### src/rtl/glitc_intercom_align.sv
// Training and word-alignment controller for the GLITC intercom receive path.
// Each channel hunts for TRAIN_PATTERN by bitslipping, then holds a sticky lock or fail flag.
module glitc_intercom_align #(
    parameter int          NUM_CH        = 2,
    parameter logic [3:0]  TRAIN_PATTERN = 4'b1000,
    parameter int          MATCH_COUNT   = 16,
    parameter int          BITSLIP_WAIT  = 8,
    parameter int          MAX_SLIPS     = 7
) (
    input  logic                  sysclk_i,
    input  logic                  rst_n_i,
    input  logic                  train_i,
    input  logic [4*NUM_CH-1:0]   data_i,
    output logic [4*NUM_CH-1:0]   data_o,
    output logic [NUM_CH-1:0]     bitslip_o,
    output logic [NUM_CH-1:0]     locked_o,
    output logic [NUM_CH-1:0]     fail_o,
    output logic                  all_locked_o,
    output logic [4*NUM_CH-1:0]   slip_count_o
);

    typedef enum logic [2:0] {
        S_IDLE, S_CHECK, S_SLIP, S_WAIT, S_LOCKED, S_FAIL
    } state_t;

    localparam logic [7:0] MC_LAST   = 8'(MATCH_COUNT - 1);
    localparam logic [7:0] WAIT_INIT = 8'(BITSLIP_WAIT - 1);
    localparam logic [3:0] SLIP_MAX  = 4'(MAX_SLIPS);

    logic [4*NUM_CH-1:0] data_q;
    logic                train_q;
    logic                train_start;
    logic [NUM_CH-1:0]   match;

    state_t     state_q [NUM_CH];
    state_t     state_d [NUM_CH];
    logic [7:0] mcnt_q  [NUM_CH];
    logic [7:0] mcnt_d  [NUM_CH];
    logic [7:0] wcnt_q  [NUM_CH];
    logic [7:0] wcnt_d  [NUM_CH];
    logic [3:0] slip_q  [NUM_CH];
    logic [3:0] slip_d  [NUM_CH];

    // Input stage: data is a plain retiming register with no reset.
    always_ff @(posedge sysclk_i) begin
        data_q <= data_i;
    end

    assign train_start = train_i & ~train_q;

    always_ff @(posedge sysclk_i) begin
        if (!rst_n_i) begin
            train_q <= 1'b0;
            for (int k = 0; k < NUM_CH; k++) begin
                state_q[k] <= S_IDLE;
                mcnt_q[k]  <= '0;
                wcnt_q[k]  <= '0;
                slip_q[k]  <= '0;
            end
        end else begin
            train_q <= train_i;
            for (int k = 0; k < NUM_CH; k++) begin
                state_q[k] <= state_d[k];
                mcnt_q[k]  <= mcnt_d[k];
                wcnt_q[k]  <= wcnt_d[k];
                slip_q[k]  <= slip_d[k];
            end
        end
    end

    // Per-channel next state; a training restart overrides every other transition.
    always_comb begin
        for (int k = 0; k < NUM_CH; k++) begin
            state_d[k] = state_q[k];
            mcnt_d[k]  = mcnt_q[k];
            wcnt_d[k]  = wcnt_q[k];
            slip_d[k]  = slip_q[k];
            if (train_start) begin
                state_d[k] = S_CHECK;
                mcnt_d[k]  = '0;
                wcnt_d[k]  = '0;
                slip_d[k]  = '0;
            end else begin
                case (state_q[k])
                    S_CHECK: begin
                        if (!train_i) begin
                            state_d[k] = S_IDLE;
                        end else if (match[k]) begin
                            if (mcnt_q[k] == MC_LAST) state_d[k] = S_LOCKED;
                            else                      mcnt_d[k]  = mcnt_q[k] + 8'd1;
                        end else if (slip_q[k] == SLIP_MAX) begin
                            state_d[k] = S_FAIL;
                        end else begin
                            state_d[k] = S_SLIP;
                            mcnt_d[k]  = '0;
                        end
                    end
                    S_SLIP: begin
                        slip_d[k] = slip_q[k] + 4'd1;
                        if (!train_i) begin
                            state_d[k] = S_IDLE;
                        end else begin
                            state_d[k] = S_WAIT;
                            wcnt_d[k]  = WAIT_INIT;
                        end
                    end
                    S_WAIT: begin
                        if (!train_i) begin
                            state_d[k] = S_IDLE;
                        end else if (wcnt_q[k] == 8'd0) begin
                            state_d[k] = S_CHECK;
                            mcnt_d[k]  = '0;
                        end else begin
                            wcnt_d[k]  = wcnt_q[k] - 8'd1;
                        end
                    end
                    default: ;
                endcase
            end
        end
    end

    // Outputs decode straight from the state register, so bitslip is glitch-free.
    for (genvar g = 0; g < NUM_CH; g++) begin : g_ch
        assign match[g]              = (data_q[4*g +: 4] == TRAIN_PATTERN);
        assign bitslip_o[g]          = (state_q[g] == S_SLIP);
        assign locked_o[g]           = (state_q[g] == S_LOCKED);
        assign fail_o[g]             = (state_q[g] == S_FAIL);
        assign slip_count_o[4*g +: 4] = slip_q[g];
    end

    assign data_o       = data_q;
    assign all_locked_o = &locked_o;

endmodule

### config.mk
export PLATFORM = sky130hd
export DESIGN_NAME = glitc_intercom_align
export DESIGN_NICKNAME = d
export VERILOG_FILES = /design/src/rtl/glitc_intercom_align.sv
export SDC_FILE = /design/constraint.sdc
export NUM_CORES = 1
export LEC_CHECK = 0
export CAP_MARGIN = 20
export CORE_MARGIN = 4
export CORE_UTILIZATION = 44
export CTS_BUF_LIST = sky130_fd_sc_hd__clkbuf_4
export CTS_CLUSTER_SIZE = 16
export DETAILED_ROUTE_END_ITERATION = 8
export PLACE_DENSITY = 0.66
export SETUP_SLACK_MARGIN = 0.5
export SYNTH_ARGS = -nofsm -noshare
export SYNTH_HDL_FRONTEND = slang
export SYNTH_SLANG_ARGS = --single-unit
### constraint.sdc
create_clock -name sysclk_i -period 3.4 [get_ports sysclk_i]
set_clock_uncertainty 0.2 [all_clocks]
set_input_delay 0.68 -clock sysclk_i [delete_from_list [all_inputs] [get_ports sysclk_i]]
set_output_delay 0.68 -clock sysclk_i [all_outputs]
set_load 0.01 [all_outputs]
* Yosys cells after proc, flatten, opt, wreduce, memory -nomap -nowiden
Memory sizes are Yosys's and may differ from the RTL's.
Index checks and enable logic that the tools add are counted.
** Word-level totals
- Register bits after elaboration :: 9
- Bits in writable memories :: 46
- Bits of input ports :: 11
- Output and inout port bits :: 23
- Logic and storage cells :: 98
- Memories kept :: 4
** Memory list
- mcnt_q :: depth 2, width 8, read ports 2, clocked after memory_dff 0, write ports 2, RTL line 37 : logic [7:0] mcnt_q [NUM_CH];
- wcnt_q :: depth 2, width 8, read ports 2, clocked after memory_dff 0, write ports 2, RTL line 39 : logic [7:0] wcnt_q [NUM_CH];
- slip_q :: depth 2, width 4, read ports 2, clocked after memory_dff 0, write ports 2, RTL line 41 : logic [3:0] slip_q [NUM_CH];
- state_q :: depth 2, width 3, read ports 2, clocked after memory_dff 0, write ports 2, RTL line 35 : state_t state_q [NUM_CH];
** Cells by class
- Add/subtract/negate cells :: 6
- Eq/ne operators :: 16
- Multiplexer cells :: 57
- Bitwise logic cells :: 10
- Reduce and logical (&&, ||, !) cells :: 3
** Operator list (number)
- $mux 8 :: 26
- $pmux 8 s2 :: 4
- $mux 3 :: 16
- $mux 4 :: 6
- $pmux 3 s3 :: 2
- $add 8x1->8 const B :: 2
- $eq 8x4->1 const B :: 2
- $logic_not 8->1 :: 2
- $sub 8x1->8 const B :: 2
- $eq 3x2->1 const B :: 4
- $eq 3x3->1 const B :: 4
- $add 4x1->4 const B :: 2
- $eq 4x3->1 const B :: 2
- $eq 4x4->1 const B :: 2
- $or 1x1->1 :: 8
- $eq 3x1->1 const B :: 2
- $mux 1 :: 2
- $mux 2 :: 1
- $reduce_and 2->1 :: 1
- $and 1x1->1 :: 1
- $not 1->1 :: 1

* Depth between registers and ports, before layout
An unclocked memory read counts as a cell.
- Depth after elaboration :: 8
- Depth in mapped cells :: 7
- Gate-level depth less buffers :: 7

* Least setup slack after synthesis
Ideal clock, no wire load.
- Path type :: in2reg
- From :: input port train_i
- To :: memory wcnt_q[1][4], in the netlist wcnt_q[0][12]
- Library setup time :: 0.070 ns
- Arrival time :: 1.981 ns
- Data required time :: 3.130 ns
- Slack :: 1.149 ns
- Stages on the path :: 6
- Path buffers :: 1
- Path through :: clkbuf_2 > inv_2 > a311oi_2 > nand2_1 > or4_1 > a21oi_1
** RTL lines
- from (decl) :: RTL line 12 : input logic train_i,
- to (decl) :: RTL line 39

==> results_dict.tcl <==
set metrics [dict create \
    worstPathRequired_ns 2.52 \
    ant_nets 0 \
    synth-seq-cells 55 \
    period_share_pct 80.7 \
    synth-compound-area-share_pct 17.8 \
    grt_first_pass_wirelength_um 10500 \
    synth_cells 317 \
    via_per_inst 5.54 \
    rsz0062_at_grt "no" \
    path_buf_inv 1 \
    fin_crit_ns 2.74 \
    worstMarginPinSlew_ns 0.902 \
    numCtsBuffers 5 \
    crit_path_start_kind "flop" \
    cts.sinks 55 \
    maxCapViolCount 0 \
    start_util_pct 45.7 \
    finalHoldViolCount 0 \
    powerDensity_mw_per_mm2 330 \
    worstSkewPairLatency_ns 0.38 \
    crit_type "reg2out" \
    drive_gt1_share_pct 8.52 \
    die_y_um 86.9 \
    crit_chain "nor3b_1 -> and2_1 -> clkdlybuf4s50_1" \
    fp.dieW_um 86.9 \
    place_hpwl_um 4320 \
    io_buffers 33 \
    ys_warn_count 0 \
    synthMuxAreaShare_pct 0.731 \
    vias 2364 \
    ys.flop_type "dfxtp_1" \
    h-tree-depth 2 \
    yosys.area_share.simple_pct 29.0 \
    slowest_stage "clkdlybuf4s50_1" \
    row_count 28 \
    r2r_start "state_q[0][1]" \
    yosys-top-cells-area "dfxtp_1, xor2_1, nand2_1" \
    grt_use_total_pct 17.3 \
    yosysTopAreaCell "dfxtp_1" \
    clock_path_buffers 2 \
    io_pins 34 \
    arrival_ns 1.86 \
    slew_viol_final 0 \
    grt_pass1_vias 2268 \
    nets 371 \
    syn_avg_cell_area_um2 8.64 \
    die-area_mm2 0.00755 \
    finalSetupTns_ns 0 \
    hold_path_class "reg2reg" \
    gp_congestion 0.831 \
    reg2reg_depth 5 \
    synth_top_family_by_area "simple AND/OR/NAND/NOR gates" \
    slowest_delay_ns 0.53 \
    cp-end-kind "output pin" \
    status "finished, final reports clean" \
    rrSetupSlack_ns 0.99 \
    slew_headroom_pct 39.3 \
    synth_area_mm2 0.00274 \
    synth-adder-area-share_pct 3.65 \
    drc 0 \
    worstPathMaxFanout 8 \
    grt_max_degree 19 \
    wire_per_inst_um 14.0 \
    path_clk_slew_ns 0.15 \
    area_growth_syn_to_layout_pct 17.8 \
    hold_depth 1 \
    synthXorXnorAreaFrac_pct 5.43 \
    cts-root-buf "clkbuf_4" \
    power.total_mw 1.06 \
    diodes 0 \
    cp_top_family "buffers and inverters" \
    synthArstFlopShare_pct 0 \
    synth_edf_count 0 \
    r2r_end "mcnt_q[0][2]" \
    min_to "mcnt_q[0][3]" \
    grt-ovfl-total 0 \
    clock.fmax_mhz 364 \
    p_leak_nw 1.11 \
    synth_fp_nets 336 \
    wl_um 5970 \
    firstDrtPassIters 4 \
    worstHoldStart "mcnt_q[0][3]" \
    synth_cell_types 57 \
    vdd_drop_max_mv 0.193 \
    cts-hold-fix-buffers 0 \
    cts_tree "built" \
    setup-violations-final 0 \
    synth_top_area_share_pct 40.2 \
    drt_iter0_drc 122 \
    post_cts_buffers 0 \
    final_common_cell "dfxtp_1" \
    core_area_mm2 0.00599 \
    ys_seq_area_share_pct 40.2 \
    antenna_found_initial 0 \
    mostFrequentLayoutCells "dfxtp_1, clkdlybuf4s50_1, nand2_1" \
]
worst max-delay path by stage:
stage | from | endpoint | slack [ns] | depth (start not counted)
detailed placement | train_i | state_q[0][4] | 0.51 | 6
CTS | state_q[0][0] | fail_o[0] | 0.52 | 3
finish | state_q[0][5] | all_locked_o | 0.66 | 3
global placement | train_i | state_q[0][4] | 0.54 | 6
floorplan | train_i | wcnt_q[0][12] | 1.15 | 6
global route | state_q[0][5] | all_locked_o | 0.50 | 3
final cells by class:
type / instances / area [um^2]
fill: 572 / 2760
multi-input combinational: 241 / 1560
sequential: 55 / 1100
timing repair buffer: 40 / 383
tap: 75 / 93.8
clock buffer: 5 / 37.5
inverter: 9 / 33.8
clock inverter: 2 / 17.5
timing repair:
item	CTS	global route
endpoints found under the setup margin	1	3
pin swaps	0	0
resized for setup	1	3
where the power goes:
| part | switching (mW) | total [mW] | internal (mW) |
|---|---|---|---|
| Sequential | 0.0142 | 0.671 | 0.656 |
| Clock | 0.210 | 0.291 | 0.0814 |
| Combinational | 0.0558 | 0.103 | 0.0468 |
| Total | 0.280 | 1.06 | 0.785 |
registers in the layout, summed over array words and instances, names as in the netlist:
| signal | flops |
|---|---|
| data_o | 8 |
| mcnt_q | 16 |
| state_q | 6 |
| slip_q | 8 |
| train_q | 1 |
| wcnt_q | 16 |
metrics by stage:
step | util, % | cells | area [um^2] | hold WS (ns) | setup slack [ns]
2_1_floorplan | - | 317 | 2740 | 0.238 | 1.15
4_1_cts | 53.8 | 427 | 3220 | 0.290 | 0.523
5_1_grt | 53.9 | 427 | 3230 | 0.313 | 0.500
3_3_place_gp | 52.8 | 420 | 3160 | 0.266 | 0.544
3_5_place_dp | 52.8 | 420 | 3160 | 0.263 | 0.512
6_report | 53.9 | 427 | 3230 | 0.293 | 0.656
routing by layer:
layer | wire, um | global-route usage (%) | vias to the layer above
li1 | - | - | 1233
met1 | 3110 | 25.1 | 1081
met2 | 2500 | 24.7 | 45
met3 | 303 | 4.35 | 5
met4 | 49 | 5.67 | 0
met5 | 0 | 0 | -
cell usage after synthesis, types with 7 or more instances:
library cell / number
nor3_1: 11
nand3_1: 16
inv_1: 8
ha_1: 8
o21ai_0: 22
nand3b_1: 7
dfxtp_1: 55
xor2_1: 15
a21oi_1: 17
nor2_1: 29
nand2_1: 31
clkbuf_1: 7
kinds of logic (layout without fill, tap and decap cells):
family / Yosys count / after routing
AO/OA/AOI/OAI: 72 / 72
XOR/XNOR: 17 / 17
adder cells (fa/ha/maj): 8 / 8
buffers and inverters: 21 / 56
flip-flops: 55 / 55
multiplexers: 2 / 2
AND/OR/NAND/NOR: 142 / 142
Note: power is estimated with default switching activity, not from simulation.
